<file path="src/rtl/copy_read_engine_split.sv">
// copy_read_engine_split
// Splits copy read commands into MAX_BURST-aligned read bursts and issues
// them under a lines-in-flight credit limit. In-order read responses pass
// straight through to the output stream; tlast marks the final line of each
// command. Status counters and a sticky no-metadata error are kept.

module copy_read_engine_split #(
    parameter int DATA_W              = 512,
    parameter int ADDR_W              = 48,
    parameter int LEN_W               = 16,
    parameter int MAX_BURST           = 16,
    parameter int MAX_LINES_IN_FLIGHT = 64,
    parameter int ID_W                = 8
) (
    input  logic              clk,
    input  logic              reset,
    input  logic              cmd_valid,
    output logic              cmd_ready,
    input  logic [ADDR_W-1:0] cmd_addr,
    input  logic [LEN_W-1:0]  cmd_len,
    output logic              ar_valid,
    input  logic              ar_ready,
    output logic [ADDR_W-1:0] ar_addr,
    output logic [7:0]        ar_len,
    output logic [ID_W-1:0]   ar_id,
    input  logic              r_valid,
    output logic              r_ready,
    input  logic [DATA_W-1:0] r_data,
    input  logic              r_last,
    output logic              s_tvalid,
    input  logic              s_tready,
    output logic [DATA_W-1:0] s_tdata,
    output logic              s_tlast,
    output logic              busy,
    output logic [63:0]       num_lines_read,
    output logic [31:0]       num_cmds_done,
    output logic              err_no_meta
);

    localparam int BLEN_W = LEN_W + 1;
    localparam int OUT_W  = $clog2(MAX_LINES_IN_FLIGHT + 1);
    localparam int DEPTH  = MAX_LINES_IN_FLIGHT;
    localparam int PTR_W  = (DEPTH > 1) ? $clog2(DEPTH) : 1;
    localparam int CNT_W  = $clog2(DEPTH + 1);

    localparam logic [0:0] ST_IDLE  = 1'b0;
    localparam logic [0:0] ST_ISSUE = 1'b1;

    // Lines in the next burst: limited by what is left of the command and by
    // the distance to the next MAX_BURST-aligned boundary.
    function automatic logic [BLEN_W-1:0] burst_len(input logic [ADDR_W-1:0] addr,
                                                    input logic [BLEN_W-1:0] rem);
        logic [ADDR_W-1:0] off;
        logic [BLEN_W-1:0] room;
        off  = addr & ADDR_W'(MAX_BURST - 1);
        room = BLEN_W'(MAX_BURST) - BLEN_W'(off);
        if (rem < room) begin
            burst_len = rem;
        end else begin
            burst_len = room;
        end
    endfunction

    // Advance a metadata FIFO pointer with wrap at DEPTH.
    function automatic logic [PTR_W-1:0] ptr_inc(input logic [PTR_W-1:0] p);
        if (p == PTR_W'(DEPTH - 1)) begin
            ptr_inc = '0;
        end else begin
            ptr_inc = p + PTR_W'(1);
        end
    endfunction

    logic [0:0]        state_r;
    logic [0:0]        state_next_s;
    logic [ADDR_W-1:0] cur_addr_r;
    logic [BLEN_W-1:0] remaining_r;
    logic              cmd_ready_r;

    logic              ar_valid_r;
    logic [ADDR_W-1:0] ar_addr_r;
    logic [7:0]        ar_len_r;
    logic [ID_W-1:0]   ar_id_r;
    logic [OUT_W-1:0]  ar_blen_r;

    logic [OUT_W-1:0]  outstanding_r;
    logic [OUT_W-1:0]  out_next_s;

    logic [DEPTH-1:0]  meta_mem_r;
    logic [PTR_W-1:0]  wr_ptr_r;
    logic [PTR_W-1:0]  rd_ptr_r;
    logic [CNT_W-1:0]  meta_cnt_r;
    logic [CNT_W-1:0]  meta_cnt_next_s;

    logic              busy_r;
    logic [63:0]       lines_r;
    logic [31:0]       cmds_r;
    logic              err_r;

    logic              cmd_hs_s;
    logic              ar_hs_s;
    logic              r_hs_s;
    logic              meta_empty_s;
    logic              meta_push_s;
    logic              meta_pop_s;
    logic              out_dec_s;
    logic              last_burst_s;
    logic [BLEN_W-1:0] blen_s;
    logic [31:0]       need_s;
    logic              credit_ok_s;
    logic              load_ar_s;
    logic              tlast_s;

    // Handshakes, burst sizing and credit check for the next request.
    always_comb begin
        cmd_hs_s     = cmd_valid && cmd_ready_r;
        ar_hs_s      = ar_valid_r && ar_ready;
        r_hs_s       = r_valid && s_tready;
        meta_empty_s = (meta_cnt_r == CNT_W'(0));
        meta_push_s  = ar_hs_s;
        meta_pop_s   = r_hs_s && r_last && !meta_empty_s;
        out_dec_s    = r_hs_s && (outstanding_r != OUT_W'(0));
        last_burst_s = (remaining_r == BLEN_W'(ar_blen_r));
        blen_s       = burst_len(cur_addr_r, remaining_r);
        tlast_s      = r_valid && r_last && !meta_empty_s && meta_mem_r[rd_ptr_r];
        // Credits are checked against the post-update count so a burst can be
        // presented the cycle after the response that frees enough room.
        out_next_s   = outstanding_r;
        if (ar_hs_s && !out_dec_s) begin
            out_next_s = outstanding_r + ar_blen_r;
        end else if (ar_hs_s && out_dec_s) begin
            out_next_s = outstanding_r + ar_blen_r - OUT_W'(1);
        end else if (out_dec_s) begin
            out_next_s = outstanding_r - OUT_W'(1);
        end else begin
            out_next_s = outstanding_r;
        end
        need_s      = 32'(out_next_s) + 32'(blen_s);
        credit_ok_s = (need_s <= 32'(MAX_LINES_IN_FLIGHT));
        load_ar_s   = (state_r == ST_ISSUE) && !ar_valid_r && credit_ok_s;
        meta_cnt_next_s = meta_cnt_r;
        if (meta_push_s && !meta_pop_s) begin
            meta_cnt_next_s = meta_cnt_r + CNT_W'(1);
        end else if (!meta_push_s && meta_pop_s) begin
            meta_cnt_next_s = meta_cnt_r - CNT_W'(1);
        end else begin
            meta_cnt_next_s = meta_cnt_r;
        end
    end

    // Next-state decode: leave ISSUE once the final burst is accepted.
    always_comb begin
        state_next_s = state_r;
        case (state_r)
            ST_IDLE: begin
                if (cmd_hs_s) begin
                    state_next_s = ST_ISSUE;
                end else begin
                    state_next_s = ST_IDLE;
                end
            end
            ST_ISSUE: begin
                if (ar_hs_s && last_burst_s) begin
                    state_next_s = ST_IDLE;
                end else begin
                    state_next_s = ST_ISSUE;
                end
            end
            default: state_next_s = ST_IDLE;
        endcase
    end

    // Command state: latch a new command and walk its address/remaining count.
    always_ff @(posedge clk) begin
        if (reset) begin
            state_r     <= ST_IDLE;
            cur_addr_r  <= '0;
            remaining_r <= '0;
            cmd_ready_r <= 1'b0;
        end else begin
            state_r     <= state_next_s;
            cmd_ready_r <= (state_next_s == ST_IDLE);
            if (cmd_hs_s) begin
                cur_addr_r  <= cmd_addr;
                remaining_r <= BLEN_W'(cmd_len) + BLEN_W'(1);
            end else if (ar_hs_s) begin
                cur_addr_r  <= cur_addr_r + ADDR_W'(ar_blen_r);
                remaining_r <= remaining_r - BLEN_W'(ar_blen_r);
            end
        end
    end

    // Read address channel: fields are captured once and held until accepted.
    always_ff @(posedge clk) begin
        if (reset) begin
            ar_valid_r <= 1'b0;
            ar_addr_r  <= '0;
            ar_len_r   <= '0;
            ar_blen_r  <= '0;
            ar_id_r    <= '0;
        end else if (ar_hs_s) begin
            ar_valid_r <= 1'b0;
            ar_id_r    <= ar_id_r + ID_W'(1);
        end else if (load_ar_s) begin
            ar_valid_r <= 1'b1;
            ar_addr_r  <= cur_addr_r;
            ar_len_r   <= 8'(blen_s - BLEN_W'(1));
            ar_blen_r  <= OUT_W'(blen_s);
        end
    end

    // Lines-in-flight credit count.
    always_ff @(posedge clk) begin
        if (reset) begin
            outstanding_r <= '0;
        end else begin
            outstanding_r <= out_next_s;
        end
    end

    // Per-burst metadata FIFO holding the last-of-command flag.
    always_ff @(posedge clk) begin
        if (reset) begin
            meta_mem_r <= '0;
            wr_ptr_r   <= '0;
            rd_ptr_r   <= '0;
            meta_cnt_r <= '0;
        end else begin
            meta_cnt_r <= meta_cnt_next_s;
            if (meta_push_s) begin
                meta_mem_r[wr_ptr_r] <= last_burst_s;
                wr_ptr_r             <= ptr_inc(wr_ptr_r);
            end
            if (meta_pop_s) begin
                rd_ptr_r <= ptr_inc(rd_ptr_r);
            end
        end
    end

    // Status: busy flag, delivery counters and sticky missing-metadata error.
    always_ff @(posedge clk) begin
        if (reset) begin
            busy_r  <= 1'b0;
            lines_r <= '0;
            cmds_r  <= '0;
            err_r   <= 1'b0;
        end else begin
            busy_r <= (state_next_s == ST_ISSUE) || (out_next_s != OUT_W'(0)) ||
                      (meta_cnt_next_s != CNT_W'(0));
            if (r_hs_s) begin
                lines_r <= lines_r + 64'd1;
            end
            if (r_hs_s && tlast_s) begin
                cmds_r <= cmds_r + 32'd1;
            end
            if (r_hs_s && meta_empty_s) begin
                err_r <= 1'b1;
            end
        end
    end

    assign cmd_ready      = cmd_ready_r;
    assign ar_valid       = ar_valid_r;
    assign ar_addr        = ar_addr_r;
    assign ar_len         = ar_len_r;
    assign ar_id          = ar_id_r;
    assign r_ready        = s_tready;
    assign s_tvalid       = r_valid;
    assign s_tdata        = r_data;
    assign s_tlast        = tlast_s;
    assign busy           = busy_r;
    assign num_lines_read = lines_r;
    assign num_cmds_done  = cmds_r;
    assign err_no_meta    = err_r;

endmodule

</file>
<file path="config.mk">
export PLATFORM = sky130hd
export DESIGN_NAME = copy_read_engine_split
export DESIGN_NICKNAME = d
export VERILOG_FILES = /design/src/rtl/copy_read_engine_split.sv
export SDC_FILE = /design/constraint.sdc
export NUM_CORES = 1
export LEC_CHECK = 0
export CORE_AREA = 2 2 487 489
export DETAILED_ROUTE_END_ITERATION = 7
export DIE_AREA = 0 0 489 491
export GPL_TIMING_DRIVEN = 1
export PLACE_DENSITY_LB_ADDON = 0.1
export SLEW_MARGIN = 40
export SYNTH_ARGS = -nofsm -noshare
export SYNTH_HDL_FRONTEND = slang
export SYNTH_SLANG_ARGS = --single-unit
</file>
<file path="constraint.sdc">
create_clock -name clk -period 7.35 [get_ports clk]
set_clock_uncertainty 0.2 [all_clocks]
set_input_delay 1.47 -clock clk [delete_from_list [all_inputs] [get_ports clk]]
set_output_delay 1.47 -clock clk [all_outputs]
set_load 0.03 [all_outputs]
</file>
# Word-level counts from Yosys, hierarchy flattened
# Index checks and enable logic that the tools add are counted.
# classes
magnitude_cmp	5
n_addsub	16
mux	20
reduce_logical	33
n_bitwise	3
n_eq_ne	3
# op_table
op	count
$mux 48	2
$add 64x1->64 const B	1
$bwmux 64	1
$mux 17	3
$add 48x7->48	1
$mux 7	5
$add 32x1->32 const B	1
$reduce_bool 7->1	3
$sub 7x1->7 const B	3
$logic_and 1x1->1	19
$add 7x17->18	1
$le 18x7->1 const B	1
$add 16x1->17 const B	1
$eq 17x7->1	1
$lt 17x17->1	1
$sub 17x7->17	1
$lt 6x7->1 const B	2
$add 6x1->6 const B	2
$eq 6x6->1 const B	2
$mux 6	2
$add 8x1->8 const B	1
$sub 8x1->8 const B	1
$add 7x1->7 const B	1
$add 7x7->7	1
other kinds (13)	23
# word_totals
register_bits	327

# Depth between registers and ports, before layout
# Gate-level depths: netlist (run 1).
# depth
depth_word	9
mapped_depth	22

# Least setup slack after synthesis (run 1)
# No wires, ideal clock.
# synth_timing
kind	input port to flip-flop
from	in s_tready
to	reg ar_addr_r[38] (netlist: ar_addr[38])
t_arrival_ps	4954
setup_ps	128
required_ps	7022
cell_stages	15
path_slack_ps	2068
n_path_buf	3
path_cell_list	and2_1 > clkbuf_1 > o21a_1 > mux4_2 > fa_1 > nor2b_1 > o21a_1 > o211ai_1 > and3_1 > a311o_1 > a21oi_1 > clkbuf_1 > buf_1 > mux2i_1 > nor2_1
# synth_between
elab_chain_cells	9
# synth_rtl
item	line_no	rtl
start, declared	31	input logic s_tready,
$logic_and 1x1->1 *	117	r_hs_s = r_valid && s_tready;
$logic_and 1x1->1 *	121	out_dec_s = r_hs_s && (outstanding_r != OUT_W'(0));
$mux 7 (tied with other cells)	132	end else if (out_dec_s) begin
$mux 7 / $logic_and 1x1->1 (equally long branches)	130, 128	
$mux 7 *	128	if (ar_hs_s && !out_dec_s) begin
$add 7x17->18 *	137	need_s = 32'(out_next_s) + 32'(blen_s);
$le 18x7->1 *	138	credit_ok_s = (need_s <= 32'(MAX_LINES_IN_FLIGHT));
$logic_and 1x1->1 *	139	load_ar_s = (state_r == ST_ISSUE) && !ar_valid_r && credit_ok_s;
$reduce_and 2->1 (no line) *	-	
end signal, assigned	205	ar_addr_r <= cur_addr_r;
end, declared	80	logic [ADDR_W-1:0] ar_addr_r;
# Every way passes the cells marked *; elsewhere a longest branch is shown, timed or not.
# A chain may end at the register's enable or synchronous reset.

# Final worst setup path (run 1)
# layout_timing
from	in r_valid
to	reg ar_len_r[6] (netlist: ar_len[6])
# layout_between
elab_chain_cells	9
# layout_rtl
item	line_no	rtl
start, declared	26	input logic r_valid,
$logic_and 1x1->1 *	117	
$logic_and 1x1->1 *	121	
$mux 7 (tied with other cells)	132	
$mux 7 / $logic_and 1x1->1 (equally long branches)	130, 128	
$mux 7 *	128	
net out_next_s[3]	86	logic [OUT_W-1:0] out_next_s;
$add 7x17->18 *	137	
$le 18x7->1 *	138	
$logic_and 1x1->1 *	139	
$reduce_and 2->1 (no line) *	-	
end signal, assigned	206	ar_len_r <= 8'(blen_s - BLEN_W'(1));
end, declared	81	logic [7:0] ar_len_r;
# Mark *: on every way through the listed nets, which the timed path passes. The rest lies on a longest branch.

==> flow_summary.json, run 1 <==
{
  "cts_made_buffers": 52,
  "viasPerCell": 2.89,
  "cts_sinks": 327,
  "die_width_um": 489,
  "finalCriticalPeriod_ps": 5650,
  "cts_tree": "built",
  "grt.overflow.total": 0,
  "ios": 1262,
  "yosysTopAreaCellShare": 0.323,
  "synth.area.top_cells": "dfxtp_1 (32%), buf_4 (19%), nor2_1 (4.8%)",
  "post-route-cell-area_sq_mm": 0.0243,
  "critPathArrivalTime_ps": 6000,
  "rrSetupSlack_ps": 1750,
  "num_vias": 15400,
  "min-delay-start": "meta_mem_r[52]$_SDFFE_PP0P_",
  "finalSetupTns_ps": 0,
  "dpl.cell_count": 5250,
  "diodes": 0,
  "slew_headroom": 0.441,
  "hold_violations": 0,
  "fp.dieH_um": 491,
  "crit_buf_inv": 2,
  "tightest_slew_ps": 830,
  "cpPeakStageDelay_ps": 530,
  "end_kind": "flop",
  "worst_path_most_repeated_cell": "or3_1",
  "drive_gt1_frac": 0.0740,
  "grt_usage": 0.0748,
  "powerDensity_mw_per_mm2": 255,
  "syn_avg_cell_area_sq_um": 8.24,
  "synth-seq-cells": 327,
  "drt_iter0_drc": 592,
  "slowest_stage": "clkdlybuf4s50_1",
  "cp.required_ps": 7700,
  "worst-path-max-fanout": 28,
  "yosysTopAreaCell": "dfxtp_1",
  "dr.pass1.iters": 5,
  "crit_type": "primary input to flop",
  "post_drt_wl_per_cell_um": 17.3,
  "wirelength_um": 92500,
  "period_share": 0.769,
  "start_util": 0.0864,
  "nets": 2786,
  "setup_violations": 0,
  "area_delta_synth_final_pct": 19.8,
  "ys_async_sr_fraction": 0,
  "crit_chain": "clkdlybuf4s50_1 -> and2_1 -> o21ai_0 -> nor4_1 -> xnor2_1 -> mux2i_1 -> ha_1 -> o21a_1 -> or3_1 -> a211oi_1 -> a311o_1 -> a21oi_4 -> buf_4 -> or3_1 -> a21oi_1",
  "leakagePower_nw": 7.67,
  "grt_pass1_vias": 16100,
  "cts_hold_buf": 0,
  "crit-reg2reg-capture": "ar_len[6]$_SDFFE_PP0P_",
  "worst_setup_path_start_kind": "primary input",
  "portBuffers": 237,
  "fmax_mhz": 177,
  "hold_path_end": "meta_mem_r[52]$_SDFFE_PP0P_",
  "yosysSeqAreaShare": 0.323,
  "die_area_sq_mm": 0.240,
  "path_clk_slew_ps": 50,
  "rsz0062_at_grt": "no",
  "post_cts_resized": 0,
  "final_cells": 5338,
  "htreeDepth": 2,
  "ir_worst_vdd_mv": 0.185,
  "post-cts-setup-buffers": 0,
  "rr_startpoint": "remaining_r[8]$_SDFFE_PP0P_",
  "netlist_instances": 2459,
  "min_path_type": "flop to flop",
  "crit_family": "simple AND/OR/NAND/NOR gates",
  "drv_slew": 0,
  "antenna_found_initial": 15,
  "cts_buffer_depth": 3,
  "drc": 0,
  "synth.distinct_cells": 67,
  "dpl-instance-area_sq_mm": 0.0226,
  "yosysWarnings": 0,
  "outcome": "finished, final reports clean",
  "grt_max_degree": 66,
  "dpl.hpwl_um": 67900,
  "r2r_cells": 18,
  "synth.most_common_cell": "buf_4",
  "root_buffer": "clkbuf_16",
  "netlist_area_sq_mm": 0.0203,
  "gp_congestion": 0.682,
  "ys.flop_type": "dfxtp_1",
  "ant_nets": 0,
  "grt_pass1_wl_um": 130000,
  "clock_latency_ps": 670,
  "row_count": 178,
  "synth-edff-count": 0,
  "synth_commonest_cells": "buf_4 (514), dfxtp_1 (327), nor2_1 (259), nand3_1 (133), a21oi_1 (130)",
  "fillerInstances": 27200,
  "maxCapViolCount": 0,
  "core_sq_mm": 0.235,
  "whs_path_depth": 2,
  "cp_num_cells": 15
}
-- cell type report --
| class | count | area, sq um | share of cell area |
|---|---|---|---|
| Sequential cell | 327 | 6550 | 0.270 |
| Timing Repair Buffer | 263 | 2590 | 0.107 |
| Inverter | 62 | 233 | 0.00959 |
| Multi-Input combinational cell | 1448 | 9280 | 0.382 |
| Clock inverter | 11 | 136 | 0.00562 |
| Tap cell | 3150 | 3940 | 0.162 |
| Clock buffer | 77 | 1540 | 0.0633 |
-- placed cells by master (no fill, tap or decap), drive strengths merged, types with 22 or more instances in the layout --
cell type,Yosys,layout
nor2,259,259
xor2,78,78
dfxtp,327,327
nand4,42,42
clkdlybuf4s50,0,236
clkbuf,93,77
o21ai,122,122
or3,28,28
buf,530,27
nor3,56,56
a21oi,131,131
nand3,133,133
a211oi,22,22
ha,45,45
xnor2,106,106
mux2i,68,68
and3,29,29
nor4,26,26
inv,62,63
nand2,127,127
-- sequential cells by signal, indices dropped and copies added, names as in the netlist, 8 cells and up --
register and cells:
cur_addr_r 48, num_cmds_done 32, ar_id 8, ar_addr 48, meta_mem_r 64, remaining_r 17
num_lines_read 64, ar_len 8
-- how the worst max path moves through the flow --
stage / startpoint / endpoint / slack (ps)
final: r_valid / ar_len[6]$_SDFFE_PP0P_ / 1700
after global routing: cur_addr_r[0]$_SDFFE_PP0P_ / ar_len[6]$_SDFFE_PP0P_ / 1240
after CTS: rd_ptr_r[1]$_SDFFE_PP0P_ / s_tlast / 1480
after detailed placement: r_valid / ar_len[6]$_SDFFE_PP0P_ / 810
after global placement: r_valid / ar_len[6]$_SDFFE_PP0P_ / 870
after floorplan: s_tready / ar_addr[38]$_SDFFE_PP0P_ / 2070
-- tightest hold or removal path, delay by kind of cell, from the launching register on --
family          cells  cell delay, ps
compound gates      1              50
simple gates        1              50
flops               1             300
-- per-stage QoR --
| stage | power (mW) | setup slack, ps | hold slack [ps] | utilization |
|---|---|---|---|---|
| floorplan | 3.62 | 2070 | 233 | - |
| global placement | 3.80 | 870 | 249 | 0.0961 |
| detailed placement | 3.77 | 815 | 250 | 0.0963 |
| CTS | 6.43 | 1480 | 258 | 0.103 |
| global route | 6.62 | 1240 | 285 | 0.103 |
| finish | 6.18 | 1700 | 256 | 0.103 |
-- where the power goes --
part           internal (mW)  switching [mW]
sequential              1.88           0.150
combinational          0.625            1.00
clock                   1.50            1.03
total                   4.00            2.18
-- layer usage --
metal  vias to the layer above  share of wire  track usage
met5                         -         0.0036      0.00564
li1                       7268              -            -
met3                       385          0.083       0.0281
met1                      7196           0.40       0.0833
met2                       560           0.44        0.117
met4                        28          0.075       0.0515
-- cell families after synthesis --
| logic type | share of synthesized area |
|---|---|
| other | 0.000185 |
| muxes | 0.0581 |
| adders and majority gates | 0.0318 |
| buffers and inverters | 0.223 |
| DFF | 0.323 |
| and+or+nand+nor | 0.186 |
| AOI/OAI and AO/OA | 0.0985 |
| xor gates and xnor gates | 0.0796 |
Note: power is estimated with default switching activity, not from simulation.
==> inputs of run 2 (changes only) <==
Clock period 7.35 ns to 5.7 ns, I/O delays scaled along.
==> flow_summary.json, run 2 (synthesized netlist as in run 1, its figures left out) <==
{
  "seq_power_share": 0.310,
  "post_cts_resized": 0,
  "post-route-cell-area_sq_mm": 0.0247,
  "drive_gt1_frac": 0.0861,
  "finalCriticalPeriod_ps": 5110,
  "powerDensity_mw_per_mm2": 342,
  "setup_violations": 0,
  "core_sq_mm": 0.235,
  "ir_worst_vdd_mv": 0.259,
  "grt_usage": 0.0750,
  "grt_max_degree": 103,
  "dpl.hpwl_um": 68600,
  "drv_slew": 0,
  "hold_violations": 0,
  "critPathArrivalTime_ps": 3770,
  "netSwitchingFraction": 0.353,
  "maxCapViolCount": 0,
  "cpPeakStageDelay_ps": 610,
  "crit_type": "flop to output port",
  "min-delay-start": "meta_mem_r[56]$_SDFFE_PP0P_",
  "cts_buffer_depth": 3,
  "p_clk_frac": 0.432,
  "cp.required_ps": 4360,
  "wirelength_um": 93100,
  "crit-reg2reg-capture": "ar_addr[8]$_SDFFE_PP0P_",
  "rsz0062_at_grt": "no",
  "nets": 2805,
  "final_common_cell": "dfxtp_1",
  "hold-worst-slack_ps": 261,
  "drt_iter0_drc": 600,
  "dr.pass1.iters": 5,
  "outcome": "finished, final reports clean",
  "post-cts-setup-buffers": 0,
  "viasPerCell": 2.89,
  "slew_headroom": 0.421,
  "slowest_stage": "clkdlybuf4s50_1",
  "internal_power_mw": 5.46,
  "min_path_type": "flop to flop",
  "cts_sinks": 327,
  "cts_made_buffers": 55,
  "clock_latency_ps": 710,
  "area_delta_synth_final_pct": 21.7,
  "num_vias": 15500,
  "ant_nets": 0,
  "tightest_slew_ps": 864,
  "row_count": 178,
  "cp-endpoint": "s_tlast",
  "fp.dieH_um": 491,
  "r2r_cells": 18,
  "root_buffer": "clkbuf_16",
  "fmax_mhz": 196,
  "p_comb_frac": 0.258,
  "drc": 0,
  "finalSetupTns_ps": 0,
  "start_util": 0.0864,
  "worst-path-max-fanout": 18,
  "crit_chain": "buf_4 -> mux4_2 -> mux4_2 -> nor2b_1 -> a211o_1 -> nand2_1 -> nor3_1 -> clkdlybuf4s50_1",
  "gp_congestion": 0.666,
  "end_kind": "output port",
  "grt.overflow.total": 0,
  "post_drt_wl_per_cell_um": 17.3,
  "htreeDepth": 2,
  "die_area_sq_mm": 0.240,
  "rr_startpoint": "remaining_r[8]$_SDFFE_PP0P_",
  "final_cell_mix": "dfxtp_1 (325), nor2_1 (255), clkdlybuf4s50_1 (236)",
  "worst_path_most_repeated_cell": "mux4_2",
  "ios": 1262,
  "rrSetupSlack_ps": 610,
  "die_width_um": 489,
  "leakagePower_nw": 7.88,
  "grt_pass1_wl_um": 130000,
  "grt_pass1_vias": 16200,
  "worst_setup_path_start_kind": "flop",
  "cts_tree": "built",
  "p_sw_mw": 2.98,
  "final_cells": 5369,
  "antenna_found_initial": 22,
  "portBuffers": 237,
  "dpl-instance-area_sq_mm": 0.0227,
  "cts_hold_buf": 0,
  "period_share": 0.897,
  "dpl.cell_count": 5266,
  "path_clk_slew_ps": 50,
  "crit_start": "rd_ptr_r[1]$_SDFFE_PP0P_"
}
[run 2: cell type report]
| type | count | area (sq um) |
|---|---|---|
| repair buffers | 279 | 2730 |
| clock buffers | 76 | 1560 |
| clock inverters | 26 | 365 |
| inverters | 62 | 235 |
| well taps | 3150 | 3940 |
| multi-input cells | 1448 | 9280 |
| diodes | 1 | 2.50 |
| fillers | 27100 | 210000 |
| flip-flops and latches | 327 | 6550 |
[run 2: worst min path at each step]
| stage | end | slack (ps) | cells past startpoint |
|---|---|---|---|
| 5_1_grt | meta_mem_r[9]$_SDFFE_PP0P_ | 290 | 2 |
| 3_5_place_dp | meta_mem_r[58]$_SDFFE_PP0P_ | 250 | 2 |
| 3_3_place_gp | meta_mem_r[58]$_SDFFE_PP0P_ | 250 | 2 |
| 6_report | meta_mem_r[56]$_SDFFE_PP0P_ | 260 | 2 |
| 4_1_cts | meta_mem_r[58]$_SDFFE_PP0P_ | 260 | 2 |
| 2_1_floorplan | meta_mem_r[52]$_SDFFE_PP0P_ | 230 | 2 |
[run 2: per-stage QoR]
stage / total power [mW] / util / setup slack (ps)
after CTS: 8.77 / 0.105 / 388
after detailed placement: 4.94 / 0.0969 / 231
after global routing: 9.02 / 0.105 / 108
final: 8.43 / 0.105 / 590
after floorplan: 4.67 / - / 632
after global placement: 4.98 / 0.0967 / 184
[run 2: critical path, delay by kind of cell (launching register included)]
| kind | cells | cell delay, ps |
|---|---|---|
| buffers and inverters | 2 | 960 |
| DFF | 1 | 310 |
| AOI/OAI and AO/OA | 1 | 310 |
| and+or+nand+nor | 3 | 360 |
| muxes | 2 | 1130 |
[run 2: power by group through the flow]
stage	registers [mW]	clock network [mW]	logic, mW
2_1_floorplan	2.65	0	2.01
3_3_place_gp	2.69	0	2.30
3_5_place_dp	2.68	0	2.26
4_1_cts	2.63	3.87	2.27
5_1_grt	2.65	3.93	2.45
6_report	2.61	3.64	2.18
[run 2: metal layers]
metal	up-vias	part of all wire	track usage
met5	-	0.0042	0.00564
met4	36	0.075	0.0525
met3	407	0.089	0.0290
met2	598	0.44	0.117
met1	7179	0.39	0.0828
li1	7309	-	-
==> inputs of run 3 (changes only) <==
Settings changed: ABC_AREA set to 1, CORE_AREA 2 2 487 489 to 2 2 492 494, DIE_AREA 0 0 489 491 to 0 0 494 496, PLACE_DENSITY set to 0.36, PLACE_DENSITY_LB_ADDON 0.1 to not set.
==> flow_summary.json, run 3 <==
{
  "synth.most_common_cell": "nand2_1",
  "synth-edff-count": 0,
  "hold_violations": 0,
  "maxCapViolCount": 0,
  "yosys.area_share.simple": 0.283,
  "ys.flop_type": "dfxtp_1",
  "post_cts_resized": 0,
  "slew_headroom": 0.461,
  "cts_buffer_depth": 3,
  "wirelength_um": 144000,
  "die_area_sq_mm": 0.245,
  "gp_congestion": 0.919,
  "area_delta_synth_final_pct": 16.6,
  "yosysTopAreaCell": "dfxtp_1",
  "grt_pass1_wl_um": 191000,
  "cpPeakStageDelay_ps": 570,
  "start_util": 0.0966,
  "htreeDepth": 2,
  "slowest_stage": "o21ai_0",
  "die_width_um": 494,
  "yosysTopAreaCellShare": 0.283,
  "cts_sinks": 327,
  "cp.required_ps": 6050,
  "synth_compound_area_frac": 0.131,
  "rsz0062_at_grt": "no",
  "cts_tree": "built",
  "synth.mux.area_fraction": 0,
  "worst-path-max-fanout": 64,
  "outcome": "finished, final reports clean",
  "cts_hold_buf": 0,
  "grt.overflow.total": 0,
  "netlist_area_sq_mm": 0.0231,
  "drc": 0,
  "setup_violations": 0,
  "critPathArrivalTime_ps": 5380,
  "yosysWarnings": 0,
  "root_buffer": "clkbuf_16",
  "synth_xor_area_frac": 0.0379,
  "utilization": 0.113,
  "ios": 1262,
  "syn_avg_cell_area_sq_um": 6.68,
  "crit-reg2reg-capture": "ar_addr[43]$_SDFFE_PP0P_",
  "post-cts-setup-buffers": 0,
  "end_kind": "flop",
  "synth-seq-cells": 327,
  "rr_startpoint": "cur_addr_r[0]$_SDFFE_PP0P_",
  "tightest_slew_ps": 805,
  "dpl.hpwl_um": 119000,
  "post_drt_wl_per_cell_um": 22.7,
  "drv_slew": 0,
  "worst_setup_path_start_kind": "flop",
  "post-route-cell-area_sq_mm": 0.0270,
  "crit_chain": "inv_1 -> ha_1 -> xnor2_1 -> inv_1 -> ha_1 -> a21oi_1 -> o21ai_0 -> nand3_1 -> nand4_1 -> o21ai_0 -> inv_1 -> ha_1 -> nand2_1 -> inv_1 -> nand4_1 -> nand3_1 -> xor2_1 -> o21ai_1 -> nand3_2 -> buf_4 -> nand2_1 -> a21oi_1",
  "drt_iter0_drc": 1154,
  "grt_pass1_vias": 20900,
  "period_share": 0.882,
  "cp-endpoint": "ar_addr[43]$_SDFFE_PP0P_",
  "powerDensity_mw_per_mm2": 325,
  "crit_start": "cur_addr_r[0]$_SDFFE_PP0P_",
  "dpl-instance-area_sq_mm": 0.0253,
  "worst_path_most_repeated_cell": "inv_1",
  "num_vias": 21300,
  "grt_max_degree": 98,
  "row_count": 180,
  "setup_ws_ps": 675,
  "diodes": 0,
  "dr.pass1.iters": 5,
  "p_total_mw": 8.76,
  "clock_latency_ps": 660,
  "final_common_cell": "nand2_1",
  "r2r_cells": 22,
  "synthAdderAreaFrac": 0.0278,
  "synth_top_family_by_area": "simple AND/OR/NAND/NOR gates",
  "pre_cts_ws_ps": 83.9,
  "leakagePower_nw": 9.13,
  "synth.distinct_cells": 57,
  "min_path_type": "flop to flop",
  "ir_worst_vdd_mv": 0.232,
  "path_clk_slew_ps": 60,
  "synth.area.top_cells": "dfxtp_1 (28%), buf_4 (17%), nand2_1 (11%)",
  "crit_type": "flop to flop",
  "drive_gt1_frac": 0.0581,
  "yosysSeqAreaShare": 0.283,
  "core_sq_mm": 0.240,
  "nets": 3778,
  "fmax_mhz": 199,
  "grt_usage": 0.113,
  "ant_nets": 0,
  "finalCriticalPeriod_ps": 5020,
  "portBuffers": 237,
  "finalSetupTns_ps": 0,
  "cts_made_buffers": 47,
  "final_cell_mix": "nand2_1 (656), nor2_1 (407), dfxtp_1 (326)",
  "antenna_found_initial": 15,
  "netlist_instances": 3465,
  "fillerInstances": 28000,
  "viasPerCell": 3.35,
  "fp.dieH_um": 496,
  "rrSetupSlack_ps": 680,
  "ys_async_sr_fraction": 0,
  "synth_commonest_cells": "nand2_1 (657), buf_4 (516), nor2_1 (407), dfxtp_1 (327), a21oi_1 (277)"
}
==> run 3: cell types whose count changed in the layout (fill, tap and decap cells not counted), sizes merged, moves of 82 or more <==
cell,change
inv,+216
a21oi,+157
nand2,+548
nand3,+82
o21ai,+93
nor2,+161
==> run 3: cell type report <==
type	count	area, sq um	share of cell area
clock buffer	59	1290	0.0479
multi-input combinational	2231	11100	0.413
timing repair buffer	260	2590	0.0961
tap	3185	3990	0.148
clock inverter	28	360	0.0134
sequential	327	6550	0.243
inverter	279	1050	0.0389
==> run 3: where the power goes <==
part | switching [mW] | internal, mW | total, mW | leakage (nW)
registers | 0.237 | 2.45 | 2.68 | 2.64
clock network | 1.31 | 1.89 | 3.20 | 0.798
logic | 1.94 | 0.935 | 2.88 | 5.69
==> run 3: how the worst min path moves through the flow <==
stage	from	endpoint	slack (ps)	depth (start not counted)
final	ar_addr[3]$_SDFFE_PP0P_	ar_addr[3]$_SDFFE_PP0P_	270	2
after floorplan	cur_addr_r[6]$_SDFFE_PP0P_	ar_addr[6]$_SDFFE_PP0P_	250	2
after CTS	ar_addr[32]$_SDFFE_PP0P_	ar_addr[32]$_SDFFE_PP0P_	270	2
after global routing	ar_addr[34]$_SDFFE_PP0P_	ar_addr[34]$_SDFFE_PP0P_	290	2
after detailed placement	ar_addr[32]$_SDFFE_PP0P_	ar_addr[32]$_SDFFE_PP0P_	260	2
after global placement	ar_addr[3]$_SDFFE_PP0P_	ar_addr[3]$_SDFFE_PP0P_	250	2
==> run 3: logic make-up (layout without fill, tap and decap cells) <==
group	count (synthesis)	in the layout
AND/OR/NAND/NOR	1515	1515
buffers and inverters	908	626
AO/OA/AOI/OAI	565	565
flip-flops	327	327
XOR/XNOR	100	100
adder cells (fa/ha/maj)	49	49
other	1	2
==> run 3: per-layer routing <==
layer | up-vias | wire, um | GRT usage
met4 | 32 | 11900 | 0.0803
li1 | 10100 | - | -
met3 | 358 | 25900 | 0.0902
met5 | - | 390 | 0.00772
met2 | 1111 | 62800 | 0.177
met1 | 9695 | 43300 | 0.0957
==> run 3: metrics by stage <==
stage | instances | hold slack, ps
3_5_place_dp | 6282 | 259
5_1_grt | 6369 | 291
6_report | 6369 | 269
4_1_cts | 6369 | 270
2_1_floorplan | 3466 | 254
3_3_place_gp | 6281 | 254
==> run 3: worst max-delay path: cells and delay by family (launching register included) <==
family                   cells  cell delay [ps]
AO/OA/AOI/OAI                5             1080
buffers and inverters        5             1000
adder cells (fa/ha/maj)      3              940
AND/OR/NAND/NOR              7              890
flip-flops                   1              380
XOR/XNOR                     2              350
